`config.mk`:
```
export PLATFORM = sky130hd
export DESIGN_NAME = src_poly_osc_flat
export DESIGN_NICKNAME = d
export VERILOG_FILES = /design/src/rtl/src_poly_osc_if.sv /design/src/rtl/src_poly_osc.sv /design/src/flat_wrapper.sv
export SDC_FILE = /design/constraint.sdc
export NUM_CORES = 2
export LEC_CHECK = 0
export BUFFER_PORTS_ARGS = -buffer_cell sky130_fd_sc_hd__buf_2
export CAP_MARGIN = 20
export CORE_MARGIN = 4
export CORE_UTILIZATION = 30
export CTS_CLUSTER_DIAMETER = 30
export CTS_CLUSTER_SIZE = 20
export DETAILED_ROUTE_END_ITERATION = 12
export GPL_TIMING_DRIVEN = 1
export PLACE_DENSITY = 0.43
export RECOVER_POWER = 50
export SLEW_MARGIN = 10
export SYNTH_ARGS = -nofsm -noshare
export SYNTH_HDL_FRONTEND = slang
export SYNTH_SLANG_ARGS = --single-unit
```
`constraint.sdc`:
```
create_clock -name mclk -period 17.5 [get_ports mclk]
set_input_delay 2.625 -clock mclk [delete_from_list [all_inputs] [get_ports mclk]]
set_output_delay 2.625 -clock mclk [all_outputs]
set_load 0.05 [all_outputs]
```
`src/rtl/src_poly_osc_if.sv`:
```
// Purpose : bundles the sample-rate strobe, the per-voice controls and the mixed sample output of src_poly_osc.
// Latency : n/a (signal bundle only).
// Backpres: none; the oscillator has no output stall, the consumer takes p_sample_buffer on sample_valid.
//
// Signals:
//   pblrc           sample-rate clock, synchronous to mclk
//   voice_gate      per-voice note gate
//   voice_freq      per-voice phase increment per sample
//   voice_wave      per-voice waveform: 0 sine, 1 square, 2 saw, 3 triangle
//   volume          master volume (unsigned)
//   p_sample_buffer mixed, saturated signed 16-bit sample
//   sample_valid    one-mclk pulse when p_sample_buffer updates
//   busy            high while a sample is being computed
// master = control/consumer side, slave = oscillator side.
interface src_poly_osc_if #(
  parameter int NUM_VOICES  = 8,
  parameter int PHASE_BITS  = 24,
  parameter int VOLUME_BITS = 8
);
  logic                                  pblrc;
  logic [NUM_VOICES-1:0]                 voice_gate;
  logic [NUM_VOICES-1:0][PHASE_BITS-1:0] voice_freq;
  logic [NUM_VOICES-1:0][1:0]            voice_wave;
  logic [VOLUME_BITS-1:0]                volume;
  logic signed [15:0]                    p_sample_buffer;
  logic                                  sample_valid;
  logic                                  busy;

  modport master (
    output pblrc, voice_gate, voice_freq, voice_wave, volume,
    input  p_sample_buffer, sample_valid, busy
  );

  modport slave (
    input  pblrc, voice_gate, voice_freq, voice_wave, volume,
    output p_sample_buffer, sample_valid, busy
  );
endinterface

```
`src/rtl/src_poly_osc.sv`:
```
// Purpose : N-voice time-multiplexed phase-accumulator oscillator (sine/square/saw/triangle) with per-voice envelope,
//           summed, scaled by master volume and saturated to one signed 16-bit sample per pblrc rise.
// Latency : sample_valid NUM_VOICES+3 mclk edges after the pblrc rise is first sampled; no backpressure, rises while busy are dropped.
//
// Ports   : mclk (master clock), rst (async, active-low), bus (src_poly_osc_if.slave: pblrc, voice_* controls, volume,
//           p_sample_buffer, sample_valid, busy).
// Build   : define SRC_POLY_OSC_ENVELOPE_EN for attack/decay ramps; otherwise the envelope snaps to full/zero with the gate.
module src_poly_osc #(
  parameter int NUM_VOICES  = 8,
  parameter int LUT_SIZE    = 256,
  parameter int PHASE_BITS  = 24,
  parameter int VOLUME_BITS = 8,
  parameter int ENV_BITS    = 8,
  parameter int ATTACK_STEP = 16,
  parameter int DECAY_STEP  = 4
) (
  input logic           mclk,
  input logic           rst,
  src_poly_osc_if.slave bus
);

  localparam int LB = $clog2(LUT_SIZE);
  localparam int VB = (NUM_VOICES > 1) ? $clog2(NUM_VOICES) : 1;
  localparam int AW = 16 + $clog2(NUM_VOICES) + 1;
  localparam int PW = AW + VOLUME_BITS + 1;
  localparam int MW = 16 + ENV_BITS + 1;

  localparam logic [ENV_BITS-1:0]  ENV_MAX = '1;
  localparam logic signed [PW-1:0] SAT_HI  = PW'(32767);
  localparam logic signed [PW-1:0] SAT_LO  = PW'(-32768);

  if (NUM_VOICES < 1 || NUM_VOICES > 64 || PHASE_BITS < 16 || LUT_SIZE < 4 ||
      (LUT_SIZE & (LUT_SIZE - 1)) != 0 || ATTACK_STEP < 0 || DECAY_STEP < 0) begin : g_bad_params
    $error("src_poly_osc: illegal parameter set");
  end

  // Quarter-wave folded Taylor series in Q28 fixed point; pi/2 lands exactly on 32767.
  function automatic logic signed [15:0] sine_entry(input int idx);
    longint x, x2, term, sum, k;
    longint half, quarter;
    half    = LUT_SIZE / 2;
    quarter = LUT_SIZE / 4;
    k = longint'(idx) % half;
    if (k > quarter) k = half - k;
    x    = (k * 64'sd1686629713) / LUT_SIZE;   // 2*pi in Q28
    x2   = (x * x) >>> 28;
    term = x;
    sum  = x;
    for (int n = 1; n <= 6; n++) begin
      term = -((term * x2) >>> 28) / longint'((2 * n) * (2 * n + 1));
      sum  = sum + term;
    end
    sum = (sum * 32767 + (longint'(1) <<< 27)) >>> 28;
    if (sum > 32767) sum = 32767;
    if (sum < 0)     sum = 0;
    if (longint'(idx) >= half) sum = -sum;
    return 16'(sum);
  endfunction

  logic signed [15:0] sine_lut [LUT_SIZE];
  for (genvar i = 0; i < LUT_SIZE; i++) begin : g_lut
    assign sine_lut[i] = sine_entry(i);
  end

  typedef enum logic [1:0] {IDLE, RUN, SCALE, OUT} state_t;

  state_t                 state_q, state_nxt;
  logic [VB-1:0]          v_q, v_nxt;
  logic signed [AW-1:0]   acc_q, acc_nxt;
  logic signed [PW-1:0]   prod_q, prod_nxt;
  logic [PHASE_BITS-1:0]  phase [NUM_VOICES];
  logic [ENV_BITS-1:0]    env   [NUM_VOICES];
  logic                   pblrc_s, pblrc_d;
  logic                   tick;

  // pblrc is registered once before edge detection, so the FSM sees the rise one edge after it is first sampled.
  assign tick     = pblrc_s & ~pblrc_d;
  assign bus.busy = (state_q != IDLE);

  // ---- current-voice datapath ----
  logic [PHASE_BITS-1:0] cur_phase;
  logic [ENV_BITS-1:0]   env_cur, env_nxt;
  logic                  cur_gate;
  logic [1:0]            cur_wave;
  logic [16:0]           top17;
  logic [15:0]           tri_fold;
  logic signed [15:0]    wave;
  logic signed [MW-1:0]  mult;
  logic signed [AW-1:0]  contrib;
  logic signed [PW-1:0]  acc_ext, vol_ext, prod_full;

  assign cur_phase = phase[v_q];
  assign env_cur   = env[v_q];
  assign cur_gate  = bus.voice_gate[v_q];
  assign cur_wave  = bus.voice_wave[v_q];

  if (PHASE_BITS > 16) begin : g_t17_wide
    assign top17 = cur_phase[PHASE_BITS-1 -: 17];
  end else begin : g_t17_narrow
    assign top17 = {cur_phase, 1'b0};
  end

  // Triangle: the top 17 phase bits fold into a 16-bit up/down ramp; flipping the MSB re-centres it on zero.
  assign tri_fold = top17[16] ? ~top17[15:0] : top17[15:0];

  always_comb begin
    wave = '0;
    unique case (cur_wave)
      2'd0: wave = sine_lut[cur_phase[PHASE_BITS-1 -: LB]];
      2'd1: wave = cur_phase[PHASE_BITS-1] ? -16'sd32767 : 16'sd32767;
      2'd2: wave = cur_phase[PHASE_BITS-1 -: 16] ^ 16'h8000;
      default: begin
        wave = tri_fold ^ 16'h8000;
        if (wave == -16'sd32768) wave = -16'sd32767;
      end
    endcase
  end

  // Envelope is unsigned; the zero-extended operand keeps the multiply signed and the shift floors toward -inf.
  assign mult    = wave * $signed({1'b0, env_cur});
  assign contrib = AW'(mult >>> ENV_BITS);

  assign acc_ext   = PW'(acc_q);
  assign vol_ext   = PW'($signed({1'b0, bus.volume}));
  assign prod_full = acc_ext * vol_ext;

`ifdef SRC_POLY_OSC_ENVELOPE_EN
  localparam logic [ENV_BITS:0]   ATK = (ENV_BITS+1)'(ATTACK_STEP);
  localparam logic [ENV_BITS-1:0] DEC = ENV_BITS'(DECAY_STEP);
  logic [ENV_BITS:0] env_up;
  assign env_up = {1'b0, env_cur} + ATK;
  always_comb begin
    env_nxt = env_cur;
    if (cur_gate) env_nxt = (env_up > {1'b0, ENV_MAX}) ? ENV_MAX : env_up[ENV_BITS-1:0];
    else          env_nxt = (env_cur < DEC) ? '0 : env_cur - DEC;
  end
`else
  assign env_nxt = cur_gate ? ENV_MAX : '0;
`endif

  // ---- FSM ----
  always_comb begin
    state_nxt = state_q;
    v_nxt     = v_q;
    acc_nxt   = acc_q;
    prod_nxt  = prod_q;
    unique case (state_q)
      IDLE: begin
        if (tick) begin
          state_nxt = RUN;
          v_nxt     = '0;
          acc_nxt   = '0;
        end
      end
      RUN: begin
        acc_nxt = acc_q + contrib;
        if (v_q == VB'(NUM_VOICES - 1)) state_nxt = SCALE;
        else                            v_nxt     = v_q + 1'b1;
      end
      SCALE: begin
        prod_nxt  = prod_full >>> VOLUME_BITS;
        state_nxt = OUT;
      end
      default: state_nxt = IDLE;   // OUT
    endcase
  end

  always_ff @(posedge mclk or negedge rst) begin
    if (!rst) begin
      state_q             <= IDLE;
      v_q                 <= '0;
      acc_q               <= '0;
      prod_q              <= '0;
      pblrc_s             <= 1'b0;
      pblrc_d             <= 1'b0;
      bus.p_sample_buffer <= '0;
      bus.sample_valid    <= 1'b0;
      for (int i = 0; i < NUM_VOICES; i++) begin
        phase[i] <= '0;
        env[i]   <= '0;
      end
    end else begin
      state_q          <= state_nxt;
      v_q              <= v_nxt;
      acc_q            <= acc_nxt;
      prod_q           <= prod_nxt;
      pblrc_s          <= bus.pblrc;
      pblrc_d          <= pblrc_s;
      bus.sample_valid <= (state_q == OUT);
      if (state_q == RUN) begin
        // Contribution above used the pre-update phase and envelope.
        phase[v_q] <= cur_phase + bus.voice_freq[v_q];
        env[v_q]   <= env_nxt;
      end
      if (state_q == OUT) begin
        if (prod_q > SAT_HI)      bus.p_sample_buffer <= 16'sd32767;
        else if (prod_q < SAT_LO) bus.p_sample_buffer <= -16'sd32768;
        else                      bus.p_sample_buffer <= prod_q[15:0];
      end
    end
  end

endmodule

```
`src/flat_wrapper.sv`:
```
// flat-port wrapper written by rule: the top's interface ports become plain ports
module src_poly_osc_flat 
#(
  parameter int NUM_VOICES  = 8,
  parameter int LUT_SIZE    = 256,
  parameter int PHASE_BITS  = 24,
  parameter int VOLUME_BITS = 8,
  parameter int ENV_BITS    = 8,
  parameter int ATTACK_STEP = 16,
  parameter int DECAY_STEP  = 4
)
  (mclk, rst, bus_pblrc, bus_voice_gate, bus_voice_freq, bus_voice_wave, bus_volume, bus_p_sample_buffer, bus_sample_valid, bus_busy);
  src_poly_osc_if #(.NUM_VOICES(NUM_VOICES), .PHASE_BITS(PHASE_BITS), .VOLUME_BITS(VOLUME_BITS)) bus_i ();
  input logic mclk;
  input logic rst;
  input wire logic [$bits(bus_i.pblrc)-1:0] bus_pblrc;
  input wire logic [$bits(bus_i.voice_gate)-1:0] bus_voice_gate;
  input wire logic [$bits(bus_i.voice_freq)-1:0] bus_voice_freq;
  input wire logic [$bits(bus_i.voice_wave)-1:0] bus_voice_wave;
  input wire logic [$bits(bus_i.volume)-1:0] bus_volume;
  output wire logic [$bits(bus_i.p_sample_buffer)-1:0] bus_p_sample_buffer;
  output wire logic [$bits(bus_i.sample_valid)-1:0] bus_sample_valid;
  output wire logic [$bits(bus_i.busy)-1:0] bus_busy;
  assign bus_i.pblrc = bus_pblrc;
  assign bus_i.voice_gate = bus_voice_gate;
  assign bus_i.voice_freq = bus_voice_freq;
  assign bus_i.voice_wave = bus_voice_wave;
  assign bus_i.volume = bus_volume;
  assign bus_p_sample_buffer = bus_i.p_sample_buffer;
  assign bus_sample_valid = bus_i.sample_valid;
  assign bus_busy = bus_i.busy;
  src_poly_osc #(.NUM_VOICES(NUM_VOICES), .LUT_SIZE(LUT_SIZE), .PHASE_BITS(PHASE_BITS), .VOLUME_BITS(VOLUME_BITS), .ENV_BITS(ENV_BITS), .ATTACK_STEP(ATTACK_STEP), .DECAY_STEP(DECAY_STEP)) u_core (.mclk(mclk), .rst(rst), .bus(bus_i));
endmodule
```
After elaboration in Yosys (flattened, before gate mapping) --
Memories as Yosys holds them, arrays and structs flattened. Index checks and enable logic that the tools add are counted.
Cells by class: $add $sub $neg 3, multipliers 2, div/mod/pow operators 0, $lt $le $gt $ge 6, equal/unequal tests 10, shifts and indexed selects 0, mux-type cells 35, bitwise operators 7, reduce and logical (&&, ||, !) cells 8
Operators with widths (number):
- bitwise mux 192 bit | 1
- binary-select mux 24 bit (select 3 bit) | 2
- two-way mux 16 bit | 7
- two-way mux 24 bit | 4
- demux 24 bit (select 3 bit) | 1
- bitwise mux 64 bit | 1
- case mux 16 bit (3 select lines) | 1
- case mux 20 bit (2 select lines) | 1
- two-way mux 8 bit | 4
- multiplier 20 x 9 -> 29 bit | 1
- multiplier 16 x 9 -> 25 bit | 1
- adder 24 bit | 1
- binary-select mux 8 bit (select 3 bit) | 1
- demux 8 bit (select 3 bit) | 1
- greater-than comparator 21 x 16 -> 1 bit, second input constant | 1
- less-than comparator 21 x 16 -> 1 bit, second input constant | 1
- adder 20 x 17 -> 20 bit | 1
- two-way mux 20 bit | 1
- equality test 16 bit, second input constant | 1
- inverter 16 bit | 1
- greater-or-equal comparator 9 bit, second input constant | 1
- inverter 8 -> 9 bit | 1
- binary-select mux 2 bit (select 3 bit) | 1
- equality test 2 bit, second input constant | 3
- other kinds (22) | 32
Word-level totals: bits in registers 321, bits in latches 0, memory bits (writable) 0, ROM bits 4096, bits of input ports 227, output and inout port bits 18, logic and storage cells 96, memories 1
Memory list:
- (name not given) | words 256, width 16, rd ports 1, clocked after Yosys merged registers in 0, wr ports 0, line src_poly_osc.sv:109 | 2'd0: wave = sine_lut[cur_phase[PHASE_BITS-1 -: LB]];

Depth between registers and ports, before layout --
word-level depth 13, mapped depth 50, depth with buffers taken out 45

Worst setup path after synthesis --
Ideal clock, no wire load.
path kind input to register, from input port bus_voice_wave[12], to register u_core.acc_q[19], setup time 0.121 ns, data arrival time 10.845 ns, required time 17.379 ns, slack 6.534 ns, cell stages on the path 33, path buffers 1, path through mux4_2 -> mux2i_4 -> clkbuf_1 -> nand2b_1 -> nor2_1 -> nor4_1 -> fa_1 -> fa_1 -> inv_1 -> fa_1 -> fa_1 -> inv_1 -> ha_1 -> and4_1 -> a221oi_1 -> o211ai_1 -> and3_1 -> nor2_1 -> nor2b_1 -> nor2_1 -> xnor2_1 -> ha_1 -> and2_1 -> a311oi_1 -> o2111a_1 -> nor3_1 -> and4_1 -> a2111oi_0 -> o21bai_1 -> a21oi_1 -> xnor2_1 -> o21bai_1 -> a22o_1
Between the ends: word-level cells in the longest chain between the ends 7, elaborated cells between the ends (all ways) 9, those cells by class add/sub (1); mul (1); eq/ne (2); mux (4); reduce/logical (1)
RTL lines:
- start, declared | line flat_wrapper.sv:19 | input wire logic [$bits(bus_i.voice_wave)-1:0] bus_voice_wave;
- binary-select mux 2 bit (select 3 bit) (*) | line src_poly_osc.sv:95 | assign cur_wave = bus.voice_wave[v_q];
- two-way mux 2 bit (not written as such) (*) | line src_poly_osc.sv:95
- equality test 2 bit (tied with other cells) | line src_poly_osc.sv:108 | unique case (cur_wave)
- case mux 16 bit (3 select lines) (*) | line src_poly_osc.sv:108
- multiplier 16 x 9 -> 25 bit (*) | line src_poly_osc.sv:120 | assign mult = wave * $signed({1'b0, env_cur});
- adder 20 x 17 -> 20 bit (*) | line src_poly_osc.sv:156 | acc_nxt = acc_q + contrib;
- case mux 20 bit (2 select lines) (*) | line src_poly_osc.sv:147 | unique case (state_q)
- end signal, assigned | line src_poly_osc.sv:185 | acc_q <= acc_nxt;
- end, declared | line src_poly_osc.sv:69 | logic signed [AW-1:0] acc_q, acc_nxt;
Mark *: on every way between the ends. The rest lies on a longest branch, timed or not. The select of a mux whose other input is x is not followed. A chain may end at the register's enable or synchronous reset.

Final worst setup path --
from register u_core.v_q[1], to register u_core.acc_q[19]
Between the ends: word-level cells in the longest chain between the ends 13, elaborated cells between the ends (all ways) 27, those cells by class add/sub (1); mul (1); eq/ne (3); mux (15); bitwise (5); reduce/logical (1); memory (1)
RTL lines:
- start, declared | line src_poly_osc.sv:68 | logic [VB-1:0] v_q, v_nxt;
- start signal, assigned | line src_poly_osc.sv:184 | v_q <= v_nxt;
- parallel branches: the longest is 10 deep, another holds memory read (256 x 16 bit)
- multiplier 16 x 9 -> 25 bit (*) | line src_poly_osc.sv:120
- adder 20 x 17 -> 20 bit (*) | line src_poly_osc.sv:156
- case mux 20 bit (2 select lines) (*) | line src_poly_osc.sv:147
Every way passes the cells marked *. The select of a mux whose other input is x is not followed.

==> flow_results.xml <==
<?xml version="1.0" encoding="UTF-8"?>
<metrics>
  <group name="layout">
    <metric name="area.growth.synth_to_final" unit="%">19.66</metric>
    <metric name="final_layout_size_suffix_gt1_share" unit="%">18.33</metric>
    <metric name="fin_cells" unit="">4643</metric>
    <metric name="fin_nets" unit="">3924</metric>
  </group>
  <group name="floorplan">
    <metric name="io_pins" unit="">245</metric>
    <metric name="die_area" unit="um^2">97820</metric>
    <metric name="core-area" unit="um^2">91940</metric>
    <metric name="start_util" unit="%">30.31</metric>
    <metric name="die-width" unit="um">312.8</metric>
    <metric name="die_y_extent" unit="um">312.8</metric>
    <metric name="placementRows" unit="">111</metric>
  </group>
  <group name="logic_synthesis">
    <metric name="syn_inst" unit="">3146</metric>
    <metric name="mean_syn_cell_area" unit="um^2">8.857</metric>
    <metric name="synth-compound-area-share" unit="%">18.43</metric>
    <metric name="net_count_after_synthesis" unit="">3734</metric>
    <metric name="seq_area_frac_synth" unit="%">23.80</metric>
    <metric name="edff_count_synth" unit="">0</metric>
    <metric name="dominant_combinational_cell_family_by_area_after_synthesis" unit="">adder cells</metric>
    <metric name="synth_seq_cells" unit="">265</metric>
    <metric name="synthSimpleGateAreaFrac" unit="%">14.00</metric>
    <metric name="postSynth.asyncResetShare" unit="%">100.0</metric>
    <metric name="post_synthesis_adder_cell_area_fraction" unit="%">21.49</metric>
    <metric name="area_of_the_mapped_netlist" unit="um^2">27860</metric>
    <metric name="dominantRegCellSynth" unit="">sky130_fd_sc_hd__dfrtp_1</metric>
    <metric name="post_synth_mux_area_share" unit="%">11.70</metric>
    <metric name="synthesis.yosys.warnings" unit="">0</metric>
    <metric name="yosys.area_share.xor_xnor" unit="%">2.766</metric>
    <metric name="synth_cell_types" unit="">87</metric>
  </group>
  <group name="setup_path">
    <metric name="worstSetupEndpointType" unit="">register</metric>
    <metric name="cpPeakStageDelay" unit="ns">1.34</metric>
    <metric name="cpMostUsedCell" unit="">sky130_fd_sc_hd__fa_1</metric>
    <metric name="path_class" unit="">register to register</metric>
    <metric name="critical_path_arrival" unit="ns">14.45</metric>
    <metric name="largest_fanout_on_the_critical_path" unit="">37</metric>
    <metric name="setup.worst_path.start_class" unit="">register</metric>
    <metric name="crit_slowest_cell" unit="">sky130_fd_sc_hd__dfrtp_1</metric>
    <metric name="worst-endpoint-required" unit="ns">17.97</metric>
  </group>
  <group name="detailed_routing">
    <metric name="first_pass_iters" unit="">5</metric>
    <metric name="finalWirelength" unit="mm">97.91</metric>
    <metric name="routed_via_count_divided_by_cell_count" unit="">5.288</metric>
    <metric name="detail_route.iter0.violations" unit="">2029</metric>
    <metric name="routed_wire_length_per_instance" unit="um">21.09</metric>
    <metric name="top_layer_used" unit="">met4</metric>
    <metric name="wl_met2" unit="mm">44.25</metric>
    <metric name="detail_route.drc_violations" unit="">0</metric>
    <metric name="vias" unit="">24553</metric>
    <metric name="drt-met1-wl" unit="mm">42.32</metric>
    <metric name="detail-route-antenna-nets" unit="">0</metric>
    <metric name="met3_wl" unit="mm">7.613</metric>
  </group>
  <group name="clock_network">
    <metric name="cts.reportedPaths.clkPinSlew" unit="ns">0.05</metric>
    <metric name="cts_tree" unit="">done</metric>
    <metric name="cts.htree.levels" unit="">3</metric>
    <metric name="insertion_delay" unit="ns">0.59</metric>
    <metric name="ctsLongestPathBuffers" unit="">3</metric>
    <metric name="ctsHoldBuffers" unit="">0</metric>
    <metric name="cts_resized" unit="">0</metric>
    <metric name="clock_sinks" unit="">265</metric>
    <metric name="clockRootBuffer" unit="">sky130_fd_sc_hd__clkbuf_16</metric>
    <metric name="tritoncts_buffer_count" unit="">77</metric>
    <metric name="cts_setup_buffers" unit="">0</metric>
  </group>
  <group name="global_routing">
    <metric name="largest_net_degree_at_the_start_of_global_routing" unit="">96</metric>
    <metric name="track_usage" unit="%">19.62</metric>
    <metric name="antenna_found_initial" unit="">2</metric>
    <metric name="grt_overflow" unit="">0</metric>
    <metric name="number_of_global_route_vias_before_repair" unit="">25202</metric>
    <metric name="grt_pass1_wl" unit="mm">151.4</metric>
  </group>
  <group name="timing">
    <metric name="count_of_endpoints_failing_hold_in_the_final_timing_report" unit="">0</metric>
    <metric name="finalCriticalPeriod" unit="ns">13.97</metric>
    <metric name="final_max_tran_viols" unit="">488</metric>
    <metric name="clock-skew-final" unit="ns">0.02778</metric>
    <metric name="worst_slew_margin_rel" unit="%">-261.7</metric>
    <metric name="rsz0062_at_grt" unit="">false</metric>
    <metric name="finalSetupViolCount" unit="">0</metric>
    <metric name="setup_total_negative_slack" unit="ns">0</metric>
    <metric name="max_freq" unit="MHz">71.56</metric>
    <metric name="fin_crit_sh" unit="%">79.85</metric>
    <metric name="timing_worst_slew_pin_value" unit="ns">5.426</metric>
  </group>
  <group name="place">
    <metric name="gp_routability_congestion" unit="">0.9579</metric>
    <metric name="port_buffers" unit="">244</metric>
    <metric name="dp.final_hpwl" unit="mm">70.59</metric>
    <metric name="post-place-cells" unit="">4498</metric>
  </group>
  <group name="flow_run">
    <metric name="drv.max_cap_violation_count" unit="">9</metric>
  </group>
  <group name="outcome">
    <metric name="failing_checks" unit="">capacitance limit, slew limit</metric>
    <metric name="outcome" unit="">finished, violations left</metric>
  </group>
  <group name="hold_path">
    <metric name="timing.hold.worst.class" unit="">register to register</metric>
  </group>
</metrics>
sequential cells by signal (all words and copies together), names as in the netlist:
| signal | cells |
|---|---|
| u_core.prod_q | 21 |
| u_core.v_q | 3 |
| u_core.state_q | 2 |
| u_core.bus.sample_valid | 1 |
| u_core.acc_q | 20 |
| u_core.env | 8 |
| u_core.phase | 192 |
| u_core.pblrc_s | 1 |
| u_core.pblrc_d | 1 |
| u_core.bus.p_sample_buffer | 16 |
stage by stage:
stage	hold WS, ns	cell area [um^2]	util, %	setup WS (ns)
2_1_floorplan	0.3546	27860	-	6.534
3_3_place_gp	0.3840	30360	33.02	4.384
3_5_place_dp	0.3864	30360	33.02	4.287
4_1_cts	0.4120	33400	36.32	4.244
5_1_grt	0.4129	33340	36.26	2.414
6_report	0.3990	33340	36.26	3.526
cells in the final DEF (no fill, tap or decap), types with 29 or more instances in the layout:
cell                        Yosys  layout
sky130_fd_sc_hd__nand2_1      408     404
sky130_fd_sc_hd__o21ai_0      342     342
sky130_fd_sc_hd__inv_1        338     338
sky130_fd_sc_hd__dfrtp_1      265     263
sky130_fd_sc_hd__buf_2         26     226
sky130_fd_sc_hd__fa_1         196     196
sky130_fd_sc_hd__a21oi_1      178     178
sky130_fd_sc_hd__ha_1         165     165
sky130_fd_sc_hd__nor2_1       154     154
sky130_fd_sc_hd__and2_1       108     107
sky130_fd_sc_hd__mux4_2       102     102
sky130_fd_sc_hd__clkbuf_16      0      77
sky130_fd_sc_hd__buf_4          8      61
sky130_fd_sc_hd__mux2_2        56      55
sky130_fd_sc_hd__xnor2_1       55      55
sky130_fd_sc_hd__nand3_1       54      51
sky130_fd_sc_hd__nor3_1        51      50
sky130_fd_sc_hd__xor2_1        33      33
sky130_fd_sc_hd__o211ai_1      29      29
sky130_fd_sc_hd__a31oi_1       29      29
sky130_fd_sc_hd__clkbuf_1     132      29
critical path: cells and delay by family, from the launching register on:
| kind | cells | cell delay, ns |
|---|---|---|
| multiplexers | 2 | 0.76 |
| flip-flops | 1 | 1.34 |
| adder cells (fa/ha/maj) | 7 | 3.16 |
| AND/OR/NAND/NOR | 10 | 2.08 |
| XOR/XNOR | 2 | 0.30 |
| buffers and inverters | 5 | 1.44 |
| AO/OA/AOI/OAI | 15 | 4.70 |
cell usage after synthesis, types with 8 or more instances:
master / number / area [um^2]
sky130_fd_sc_hd__a211oi_1: 28 / 210.2
sky130_fd_sc_hd__a21o_1: 25 / 187.7
sky130_fd_sc_hd__a21oi_1: 178 / 890.9
sky130_fd_sc_hd__a221oi_1: 12 / 105.1
sky130_fd_sc_hd__a22o_1: 12 / 105.1
sky130_fd_sc_hd__a311oi_1: 22 / 192.7
sky130_fd_sc_hd__a31oi_1: 29 / 181.4
sky130_fd_sc_hd__and2_1: 108 / 675.7
sky130_fd_sc_hd__and3_1: 9 / 56.30
sky130_fd_sc_hd__buf_1: 30 / 112.6
sky130_fd_sc_hd__buf_2: 26 / 130.1
sky130_fd_sc_hd__buf_4: 8 / 60.06
sky130_fd_sc_hd__clkbuf_1: 132 / 495.5
sky130_fd_sc_hd__dfrtp_1: 265 / 6631
sky130_fd_sc_hd__fa_1: 196 / 3924
sky130_fd_sc_hd__ha_1: 165 / 2064
sky130_fd_sc_hd__inv_1: 338 / 1269
sky130_fd_sc_hd__mux2_2: 56 / 630.6
sky130_fd_sc_hd__mux2i_1: 22 / 220.2
sky130_fd_sc_hd__mux4_2: 102 / 2297
sky130_fd_sc_hd__nand2_1: 408 / 1531
sky130_fd_sc_hd__nand2b_1: 18 / 112.6
sky130_fd_sc_hd__nand3_1: 54 / 270.3
sky130_fd_sc_hd__nor2_1: 154 / 578.1
sky130_fd_sc_hd__nor2b_1: 17 / 106.4
sky130_fd_sc_hd__nor3_1: 51 / 255.2
sky130_fd_sc_hd__nor4_1: 9 / 56.30
sky130_fd_sc_hd__o211ai_1: 29 / 217.7
sky130_fd_sc_hd__o21a_1: 11 / 82.58
sky130_fd_sc_hd__o21ai_0: 342 / 1712
sky130_fd_sc_hd__o221ai_1: 16 / 140.1
sky130_fd_sc_hd__o22ai_1: 24 / 150.1
sky130_fd_sc_hd__o311ai_0: 10 / 87.58
sky130_fd_sc_hd__o31ai_1: 12 / 90.09
sky130_fd_sc_hd__xnor2_1: 55 / 481.7
sky130_fd_sc_hd__xor2_1: 33 / 289.0
cells by family (layout without fill, tap and decap cells):
| group | Yosys count | in the layout |
|---|---|---|
| and+or+nand+nor | 863 | 863 |
| other | 0 | 1 |
| muxes | 185 | 185 |
| DFF | 265 | 265 |
| xor gates and xnor gates | 88 | 88 |
| buffers and inverters | 549 | 802 |
| adders and majority gates | 361 | 361 |
| AOI/OAI and AO/OA | 835 | 835 |
metal layers:
metal  global-route usage, %  vias up
met4                   7.246        0
met3                   4.238      243
met2                   31.20     1072
met1                   26.29    11882
met5                       0        -
li1                        -    11356
final timing paths:
| check | depth (start not counted) | endpoint | start | slack [ns] |
|---|---|---|---|---|
| worst min-delay path | 0 | u_core.pblrc_d | u_core.pblrc_s | 0.40 |
| worst max register to register | 41 | u_core.acc_q[19] | u_core.v_q[1] | 3.53 |
| worst min register to register | 0 | u_core.pblrc_d | u_core.pblrc_s | 0.40 |
| worst max-delay path | 41 | u_core.acc_q[19] | u_core.v_q[1] | 3.53 |
| max in group asynchronous | 3 | u_core.v_q[2] | rst | 5.75 |
| min in group asynchronous | 1 | u_core.phase[174] | rst | 4.04 |
cell type report:
type	instances	area (um^2)
Sequential cell	265	6639
Clock buffer	91	2090
Inverter	346	1299
Fill cell	9602	58600
Antenna cell	1	2.502
Timing Repair Buffer	314	1692
Multi-Input combinational cell	2332	19110
Tap cell	1243	1555
Clock inverter	51	949.7
Power is not shown: default switching activity piles up to over one toggle a cycle in this logic, so the estimate is an artifact.
